File: config.mk
export PLATFORM = sky130hd
export DESIGN_NAME = srio_link_supervisor
export DESIGN_NICKNAME = d
export VERILOG_FILES = /design/src/rtl/srio_sup_pkg.sv /design/src/rtl/srio_link_sup_ch.sv /design/src/rtl/srio_link_supervisor.sv
export SDC_FILE = /design/constraint.sdc
export NUM_CORES = 1
export LEC_CHECK = 0
export BUFFER_PORTS_ARGS = -buffer_cell sky130_fd_sc_hd__buf_2
export CAP_MARGIN = 20
export CORE_ASPECT_RATIO = 1.25
export CORE_MARGIN = 5
export CORE_UTILIZATION = 55
export CTS_CLUSTER_SIZE = 24
export DETAILED_ROUTE_END_ITERATION = 10
export PLACE_DENSITY = 0.83
export SLEW_MARGIN = 20
export SYNTH_ARGS = -nofsm -noshare
export SYNTH_HDL_FRONTEND = slang
export SYNTH_SLANG_ARGS = --single-unit
export TNS_END_PERCENT = 50
File: constraint.sdc
create_clock -name clk_50m -period 6.49 [get_ports clk_50m]
set_input_delay 0.9735 -clock clk_50m [delete_from_list [all_inputs] [get_ports clk_50m]]
set_output_delay 0.9735 -clock clk_50m [all_outputs]
set_load 0.02 [all_outputs]
File: src/rtl/srio_sup_pkg.sv
// Shared definitions for the SRIO link supervisor: FSM state codes, counter widths and a width helper.
package srio_sup_pkg;

    localparam int RETRY_W    = 4;
    localparam int DROP_CNT_W = 8;

    localparam logic [2:0] S_OFF  = 3'd0;
    localparam logic [2:0] S_RST  = 3'd1;
    localparam logic [2:0] S_WAIT = 3'd2;
    localparam logic [2:0] S_UP   = 3'd3;
    localparam logic [2:0] S_FAIL = 3'd4;

    typedef logic [2:0] sup_state_t;

    // Ceiling log2, floored at 1 so a counter never collapses to zero width.
    function automatic int clog2(input int value);
        int width;
        width = 0;
        for (int i = 0; i < 31; i++) begin
            if ((1 << i) < value) begin
                width = i + 1;
            end
        end
        return (width < 1) ? 1 : width;
    endfunction

endpackage

File: src/rtl/srio_link_sup_ch.sv
// One SRIO channel: status synchronizers, bring-up/recovery FSM and its timers.
// Optional SRIO_SUP_STATS_EN adds a saturating count of filtered link drops.
module srio_link_sup_ch
    import srio_sup_pkg::*;
#(
    parameter int RST_HOLD     = 64,
    parameter int LINK_TIMEOUT = 50000000,
    parameter int DROP_FILTER  = 1024,
    parameter int MAX_RETRY    = 8
) (
    input  logic               clk_50m,
    input  logic               sys_rst,
    input  logic               enable,
    input  logic               retry_req,
    input  logic               port_initialized,
    input  logic               link_initialized,
    output logic               srio_core_rst,
    output logic               fiber_sw_rst,
    output logic               link_up,
    output logic               link_fail,
`ifdef SRIO_SUP_STATS_EN
    output logic [DROP_CNT_W-1:0] link_drop_cnt,
`endif
    output logic [RETRY_W-1:0] retry_cnt
);

    localparam int RST_W  = clog2(RST_HOLD);
    localparam int WAIT_W = clog2(LINK_TIMEOUT);
    localparam int DROP_W = clog2(DROP_FILTER);

    localparam logic [RST_W-1:0]   RST_LAST  = RST_W'(RST_HOLD - 1);
    localparam logic [WAIT_W-1:0]  WAIT_LAST = WAIT_W'(LINK_TIMEOUT - 1);
    localparam logic [DROP_W-1:0]  DROP_LAST = DROP_W'(DROP_FILTER - 1);
    localparam logic [RETRY_W-1:0] RETRY_MAX = RETRY_W'(MAX_RETRY);

    (* ASYNC_REG = "TRUE" *) logic [1:0] port_sync;
    (* ASYNC_REG = "TRUE" *) logic [1:0] link_sync;

    sup_state_t         state, state_nx;
    logic [RETRY_W-1:0] retry_nx, retry_inc;
    logic [RST_W-1:0]   rst_tmr;
    logic [WAIT_W-1:0]  wait_tmr;
    logic [DROP_W-1:0]  drop_tmr;
    logic               lnk_ok;

    always_ff @(posedge clk_50m) begin
        if (sys_rst) begin
            port_sync <= '0;
            link_sync <= '0;
        end else begin
            port_sync <= {port_sync[0], port_initialized};
            link_sync <= {link_sync[0], link_initialized};
        end
    end

    assign lnk_ok = port_sync[1] & link_sync[1];

    // enable low overrides everything; a link seen on the timeout cycle still counts as up.
    always_comb begin
        state_nx  = state;
        retry_nx  = retry_cnt;
        retry_inc = (retry_cnt == RETRY_MAX) ? retry_cnt : retry_cnt + RETRY_W'(1);
        if (!enable) begin
            state_nx = S_OFF;
        end else begin
            case (state)
                S_OFF: begin
                    state_nx = S_RST;
                    retry_nx = '0;
                end
                S_RST: begin
                    if (rst_tmr == RST_LAST) state_nx = S_WAIT;
                end
                S_WAIT: begin
                    if (lnk_ok) begin
                        state_nx = S_UP;
                        retry_nx = '0;
                    end else if (wait_tmr == WAIT_LAST) begin
                        retry_nx = retry_inc;
                        state_nx = (retry_inc == RETRY_MAX) ? S_FAIL : S_RST;
                    end
                end
                S_UP: begin
                    if (!lnk_ok && drop_tmr == DROP_LAST) state_nx = S_RST;
                end
                S_FAIL: begin
                    if (retry_req) begin
                        state_nx = S_RST;
                        retry_nx = '0;
                    end
                end
                default: state_nx = S_OFF;
            endcase
        end
    end

    // Timers restart whenever their state is entered; outputs decode from the next state.
    always_ff @(posedge clk_50m) begin
        if (sys_rst) begin
            state         <= S_OFF;
            retry_cnt     <= '0;
            rst_tmr       <= '0;
            wait_tmr      <= '0;
            drop_tmr      <= '0;
            srio_core_rst <= 1'b1;
            fiber_sw_rst  <= 1'b0;
            link_up       <= 1'b0;
            link_fail     <= 1'b0;
        end else begin
            state         <= state_nx;
            retry_cnt     <= retry_nx;
            rst_tmr       <= (state == S_RST && state_nx == S_RST) ? rst_tmr + RST_W'(1) : '0;
            wait_tmr      <= (state == S_WAIT && state_nx == S_WAIT) ? wait_tmr + WAIT_W'(1) : '0;
            drop_tmr      <= (state == S_UP && state_nx == S_UP && !lnk_ok) ? drop_tmr + DROP_W'(1) : '0;
            srio_core_rst <= (state_nx == S_OFF) || (state_nx == S_RST) || (state_nx == S_FAIL);
            fiber_sw_rst  <= (state_nx == S_RST);
            link_up       <= (state_nx == S_UP);
            link_fail     <= (state_nx == S_FAIL);
        end
    end

`ifdef SRIO_SUP_STATS_EN
    // Only a filtered drop moves S_UP straight to S_RST; enable loss goes to S_OFF instead.
    always_ff @(posedge clk_50m) begin
        if (sys_rst) begin
            link_drop_cnt <= '0;
        end else if (state == S_UP && state_nx == S_RST && link_drop_cnt != '1) begin
            link_drop_cnt <= link_drop_cnt + DROP_CNT_W'(1);
        end
    end
`endif

endmodule

File: src/rtl/srio_link_supervisor.sv
// Multi-channel SRIO link supervisor: one independent srio_link_sup_ch per channel.
// Optional SRIO_SUP_STATS_EN exposes per-channel filtered link-drop counters.
module srio_link_supervisor
    import srio_sup_pkg::*;
#(
    parameter int SRIO_CH_NUM  = 12,
    parameter int RST_HOLD     = 64,
    parameter int LINK_TIMEOUT = 50000000,
    parameter int DROP_FILTER  = 1024,
    parameter int MAX_RETRY    = 8
) (
    input  logic                           clk_50m,
    input  logic                           sys_rst,
    input  logic [SRIO_CH_NUM-1:0]         enable,
    input  logic [SRIO_CH_NUM-1:0]         retry_req,
    input  logic [SRIO_CH_NUM-1:0]         port_initialized,
    input  logic [SRIO_CH_NUM-1:0]         link_initialized,
    output logic [SRIO_CH_NUM-1:0]         srio_core_rst,
    output logic [SRIO_CH_NUM-1:0]         fiber_sw_rst,
    output logic [SRIO_CH_NUM-1:0]         link_up,
    output logic [SRIO_CH_NUM-1:0]         link_fail,
`ifdef SRIO_SUP_STATS_EN
    output logic [SRIO_CH_NUM*DROP_CNT_W-1:0] link_drop_cnt,
`endif
    output logic [SRIO_CH_NUM*RETRY_W-1:0] retry_cnt
);

    for (genvar i = 0; i < SRIO_CH_NUM; i++) begin : g_ch
        srio_link_sup_ch #(
            .RST_HOLD     (RST_HOLD),
            .LINK_TIMEOUT (LINK_TIMEOUT),
            .DROP_FILTER  (DROP_FILTER),
            .MAX_RETRY    (MAX_RETRY)
        ) u_ch (
            .clk_50m          (clk_50m),
            .sys_rst          (sys_rst),
            .enable           (enable[i]),
            .retry_req        (retry_req[i]),
            .port_initialized (port_initialized[i]),
            .link_initialized (link_initialized[i]),
            .srio_core_rst    (srio_core_rst[i]),
            .fiber_sw_rst     (fiber_sw_rst[i]),
            .link_up          (link_up[i]),
            .link_fail        (link_fail[i]),
`ifdef SRIO_SUP_STATS_EN
            .link_drop_cnt    (link_drop_cnt[DROP_CNT_W*i +: DROP_CNT_W]),
`endif
            .retry_cnt        (retry_cnt[RETRY_W*i +: RETRY_W])
        );
    end

endmodule

Word-level counts from Yosys, hierarchy flattened. Cells that the tools add are included.

Register bits: 684. Input port bits: 50. Output and inout port bits: 96. Word-level logic and storage cells: 744.

$add $sub $neg: 48. Equality and inequality tests: 180. Multiplexer cells: 156. Bitwise operators: 48. Reduce and logical (&&, ||, !) cells: 180.

Operators by type and width (count): $add 26x1->26 const B (12); $eq 26x26->1 const B (12); $mux 3 (84); $mux 4 (48); $pmux 3 s5 (12); $eq 3x2->1 const B (48); $pmux 4 s3 (12); $add 10x1->10 const B (12); $eq 10x10->1 const B (12); $eq 4x4->1 const B (24); $add 6x1->6 const B (12); $eq 3x1->1 const B (24); $eq 3x3->1 const B (24); $eq 6x6->1 const B (12); $logic_not 3->1 (24); $reduce_or 2->1 (36); $logic_and 1x1->1 (60); $add 4x1->4 const B (12); $reduce_and 4->1 (12); $ne 3x1->1 const B (12); $not 1->1 (36); $reduce_bool 3->1 (12); $logic_or 1x1->1 (24); $ne 2x2->1 const B (12); 2 further kinds (24).

Logic depth before layout (Yosys ltp).
Depth in word-level cells: 13. Depth in mapped cells: 9. Mapped depth without buffers: 8.

Cells and area by module. Synthesis repeated with hierarchy kept, for this count alone.

Cell total of the unflattened synthesis: 3781. Area total of the unflattened synthesis: 34368.0 µm².

By module, submodules not included: srio_link_sup_ch at g_ch[0].u_ch ... (instances 11, cells each 317, area an instance 2875.3 µm², sequential area each 1141.1 µm²); srio_link_sup_ch at g_ch[9].u_ch (instances 1, cells each 294, area an instance 2740.1 µm², sequential area each 1141.1 µm²).

Least setup slack after synthesis. No wires, ideal clock.

Path type: reg2reg. From: reg g_ch[11].u_ch.wait_tmr[7]. To: reg g_ch[11].u_ch.drop_tmr[1]. Library setup time: 116 ps. Data arrival time: 2564 ps. Required time: 6374 ps. Setup slack: 3810 ps. Stages on the path, launching flop included: 9. Buffers on the path: 2. Clock period less this slack: 2680 ps. Cells stage by stage: dfxtp_1 > buf_6 > or4_1 > or4_1 > or3_1 > buf_2 > a211o_1 > and2_4 > and3_1.

Word-level cells in the longest chain between the ends: 10.

Ends and longest elaborated chain: start: declaration (RTL line srio_link_sup_ch.sv:42) `logic [WAIT_W-1:0] wait_tmr;`; start signal: assignment (RTL line srio_link_sup_ch.sv:113) `wait_tmr <= (state == S_WAIT && state_nx == S_WAIT) ? wait_tmr + WAIT_W'(1) : '0;`; $eq 26x26->1 (RTL line srio_link_sup_ch.sv:78) `end else if (wait_tmr == WAIT_LAST) begin`; $mux 3 (RTL line srio_link_sup_ch.sv:78); $mux 3 (RTL line srio_link_sup_ch.sv:75) `if (lnk_ok) begin`; $pmux 3 s5 (RTL line srio_link_sup_ch.sv:66) `case (state)`; $mux 3 (RTL line srio_link_sup_ch.sv:63) `if (!enable) begin`; $eq 3x2->1 (RTL line srio_link_sup_ch.sv:114) `drop_tmr <= (state == S_UP && state_nx == S_UP && !lnk_ok) ? drop_tmr + DROP_W'(1) : '0;`; $logic_and 1x1->1 (2 in a row) (RTL line srio_link_sup_ch.sv:114); $not 1->1 (no line); $reduce_or 2->1 (no line); end signal: assignment (RTL line srio_link_sup_ch.sv:114); end: declaration (RTL line srio_link_sup_ch.sv:43) `logic [DROP_W-1:0] drop_tmr;`.

Every way passes these cells. A chain may end at the register's enable or synchronous reset.

Worst setup path in the final report.
From: reg g_ch[6].u_ch.retry_cnt[0]. To: reg g_ch[6].u_ch.wait_tmr[4].

Word-level cells in the longest chain between the ends: 12. Elaborated cells between the ends (all ways): 13. Those cells by class: add/sub: 1; eq/ne: 3; mux: 6; bitwise: 1; reduce/logical: 2.

Ends and longest elaborated chain: start: declaration (RTL line srio_link_sup_ch.sv:24) `output logic [RETRY_W-1:0] retry_cnt`; start signal: assignment (RTL line srio_link_sup_ch.sv:111) `retry_cnt <= retry_nx;`; $add 4x1->4 or $eq 4x4->1 (tied branches) (RTL line srio_link_sup_ch.sv:62) `retry_inc = (retry_cnt == RETRY_MAX) ? retry_cnt : retry_cnt + RETRY_W'(1);`; $mux 4 (*) (RTL line srio_link_sup_ch.sv:62); $eq 4x4->1 (*) (RTL line srio_link_sup_ch.sv:80) `state_nx = (retry_inc == RETRY_MAX) ? S_FAIL : S_RST;`; $mux 3 (*) (RTL line srio_link_sup_ch.sv:80); $mux 3 (*) (RTL line srio_link_sup_ch.sv:78); $mux 3 (*) (RTL line srio_link_sup_ch.sv:75); $pmux 3 s5 (*) (RTL line srio_link_sup_ch.sv:66); $mux 3 (*) (RTL line srio_link_sup_ch.sv:63); $eq 3x2->1 (*) (RTL line srio_link_sup_ch.sv:113); $logic_and 1x1->1 (*) (RTL line srio_link_sup_ch.sv:113); $not 1->1 (no line) (*); $reduce_or 2->1 (no line) (*); end signal: assignment (RTL line srio_link_sup_ch.sv:113); end: declaration (RTL line srio_link_sup_ch.sv:42).

Mark *: on every way between the ends. The rest lies on a longest branch, timed or not.

==> impl_metrics.py <==
metrics = {
    "status": {
        "outcome": "finished clean",
    },
    "final_layout": {
        "drive_gt1_share_pct": 8.19,
        "stdcell_count": 4408,
        "fillCellCount": 4631,
        "area_delta_synth_final_pct": 10.9,
        "layout_commonest_cell": "dfxtp_1",
        "final_cell_mix": "dfxtp_1 (684), nor2_1 (617), xor2_1 (263)",
        "final_nets": 3733,
        "n_antenna_cell": 0,
    },
    "timing": {
        "period_share_pct": 45.4,
        "fin_setup_tns_ps": 0,
        "hold_violations": 0,
        "finalSetupViolations": 0,
        "drv_slew": 0,
        "grt_setup_unrepaired": "no",
        "tightest_slew_ps": 1060,
        "period_needed_ps": 2940,
        "relSlewSlack_pct": 28.6,
        "fin_worst_skew_ps": 22.8,
        "fmax_mhz": 340,
    },
    "worst_hold_path": {
        "worstHoldPathType": "register to register",
    },
    "power": {
        "leakagePower_nw": 11.5,
        "powerDensity_mw_per_mm2": 246,
        "vdd_drop_max_v": 0.000315,
    },
    "synth": {
        "yosysUniqueCellTypes": 73,
        "syn_inst": 3527,
        "syn_nets": 3637,
        "synth_top_flop_cell": "dfxtp_1",
        "synthArstFlopShare_pct": 0,
        "synth-edff-count": 0,
        "synth_top_area_share_pct": 45.2,
        "avgSynthCellArea_um2": 8.59,
        "seq_area_frac_synth_pct": 45.2,
        "ys_warn_count": 0,
        "syn-cell-area_mm2": 0.0303,
        "yosys-top-cells-area": "dfxtp_1 (45%), nor2_1 (7.6%), xor2_1 (7.6%), xnor2_1 (5.0%), nand3_1 (4.1%)",
        "synth_top_area_cell": "dfxtp_1",
        "synth_seq_cells": 684,
    },
    "clocking": {
        "cts_setup_buffers": 0,
        "cts_resized": 0,
        "clock_latency_ps": 610,
        "cts_buffer_depth": 3,
        "htree_levels": 3,
        "postCtsHoldBufs": 0,
        "cts_buffers": 69,
        "cts.sink_count": 684,
        "root_buffer": "clkbuf_16",
        "path_clk_slew_ps": 60,
        "cts_tree": "yes",
    },
    "worst_setup_path": {
        "worstSetupPathType": "register to register",
        "critPathMaxFanout": 18,
        "cp_data_required_time_ps": 7010,
        "crit_path_end_kind": "register",
        "cp-start-kind": "register",
        "arrival_ps": 3460,
    },
    "route": {
        "routed_wl_um": 59100,
        "avgRoutedWirePerCell_um": 13.4,
        "drcViolationCount": 0,
        "final_antenna_net_count": 0,
        "vias_per_cell": 5.46,
        "dr.pass1.iters": 5,
        "drt_iter0_drc": 1269,
        "vias": 24100,
    },
    "floorplanning": {
        "row_count": 96,
        "die_w_um": 220,
        "die-area_mm2": 0.0599,
        "die_y_um": 272,
        "core_mm2": 0.0548,
        "num_io_pins": 146,
        "initial_core_util_pct": 55.3,
    },
    "global_route": {
        "grt_pass1_wl_um": 103000,
        "antenna_found_initial": 0,
        "grt_overflow": 0,
        "grt_usage_pct": 19.4,
        "grt_pass1_vias": 23400,
        "grt_max_degree": 64,
    },
    "placement": {
        "dp_hpwl_um": 40400,
        "dpl.cell_count": 4284,
        "place_congestion": 0.891,
        "numPortBuffers": 145,
    },
    "job": {
        "max_cap_viol_count": 0,
    },
}
## layout make-up
| class | instances | area (um2) | share of cell area, % |
|---|---|---|---|
| clock buffers | 108 | 2100 | 6.24 |
| clock inverters | 13 | 156 | 0.465 |
| inverters | 114 | 428 | 1.27 |
| multi-input cells | 2601 | 15500 | 46.2 |
| flip-flops and latches | 684 | 13700 | 40.7 |
| well taps | 735 | 920 | 2.74 |
| repair buffers | 153 | 797 | 2.37 |
## final timing paths
kind         cells past startpoint                                   start  slack [ps]                              endpoint
min                              1    g_ch[9].u_ch.link_sync[0]$_SDFF_PP0_         420  g_ch[9].u_ch.link_sync[1]$_SDFF_PP0_
max                              9  g_ch[6].u_ch.retry_cnt[0]$_SDFFE_PP0P_        3550   g_ch[6].u_ch.wait_tmr[4]$_SDFF_PP0_
max reg2reg                      9  g_ch[6].u_ch.retry_cnt[0]$_SDFFE_PP0P_        3550   g_ch[6].u_ch.wait_tmr[4]$_SDFF_PP0_
min reg2reg                      1    g_ch[9].u_ch.link_sync[0]$_SDFF_PP0_         420  g_ch[9].u_ch.link_sync[1]$_SDFF_PP0_
## logic make-up (layout without fill, tap and decap cells)
family | Yosys count | count (layout) | synth area share, %
simple gates | 1768 | 1768 | 29.1
compound gates | 334 | 334 | 6.89
xor+xnor | 435 | 435 | 12.6
flops | 684 | 684 | 45.2
buf+inv | 242 | 388 | 3.63
fa+ha+maj | 60 | 60 | 2.48
mux | 4 | 4 | 0.136
## flip-flops by register name, summed over array words and instances (netlist names)
name and count:
g_ch.u_ch.drop_tmr 120, g_ch.u_ch.fiber_sw_rst 12, g_ch.u_ch.link_fail 12, g_ch.u_ch.link_sync 24
g_ch.u_ch.link_up 12, g_ch.u_ch.port_sync 24, g_ch.u_ch.retry_cnt 48, g_ch.u_ch.rst_tmr 72
g_ch.u_ch.srio_core_rst 12, g_ch.u_ch.state 36, g_ch.u_ch.wait_tmr 312
## power breakdown
group          switching (mW)  internal [mW]
clock                    1.61           2.30
combinational          0.0796         0.0462
sequential             0.0160           4.22
total                    1.70           6.57
## per-layer routing
metal / track usage (%) / part of all wire [%] / vias to the layer above
li1: - / - / 12200
met1: 22.8 / 43 / 11300
met2: 35.2 / 51 / 472
met3: 3.25 / 4.2 / 106
met4: 7.21 / 2.3 / 0
met5: 0 / 0 / -
## worst max-delay path, cell delays in order, from the launching register on
cell	delay [ps]
dfxtp_1	410
inv_1	80
ha_1	230
a211oi_1	260
a21oi_1	70
a2111oi_0	710
or4_1	220
nand4b_1	370
buf_8	320
nor3_1	200
## metrics by stage
stage	setup WS (ps)	utilization [%]	hold WS, ps	power, mW	cell area, um2
2_1_floorplan	3810	-	413	4.41	30300
4_1_cts	3120	61.3	425	8.38	33600
3_5_place_dp	3130	57.2	428	4.46	31300
3_3_place_gp	3390	57.2	419	4.45	31300
5_1_grt	3250	61.4	454	8.57	33600
6_report	3550	61.4	420	8.27	33600
## cell usage after synthesis (7+ instances only)
cell type and instances:
a211oi_1 17, a21bo_2 8, a21oi_1 112, a31oi_1 14, a41oi_1 7, and2_1 28, and3_1 72, and3b_1 7
and4_1 37, buf_4 48, clkbuf_1 77, dfxtp_1 684, ha_1 60, inv_1 113, nand2_1 229, nand2b_1 35
nand3_1 250, nand3b_1 15, nand4_1 100, nand4b_1 15, nor2_1 617, nor2b_1 80, nor3_1 127, nor3b_1 17
nor4_1 37, nor4b_1 23, o211ai_1 8, o21a_1 12, o21ai_0 81, o21bai_1 11, o22ai_1 8, or2_2 18
or3_1 20, or4_1 20, xnor2_1 172, xor2_1 263
No activity file was read; power rests on OpenSTA's default activity.
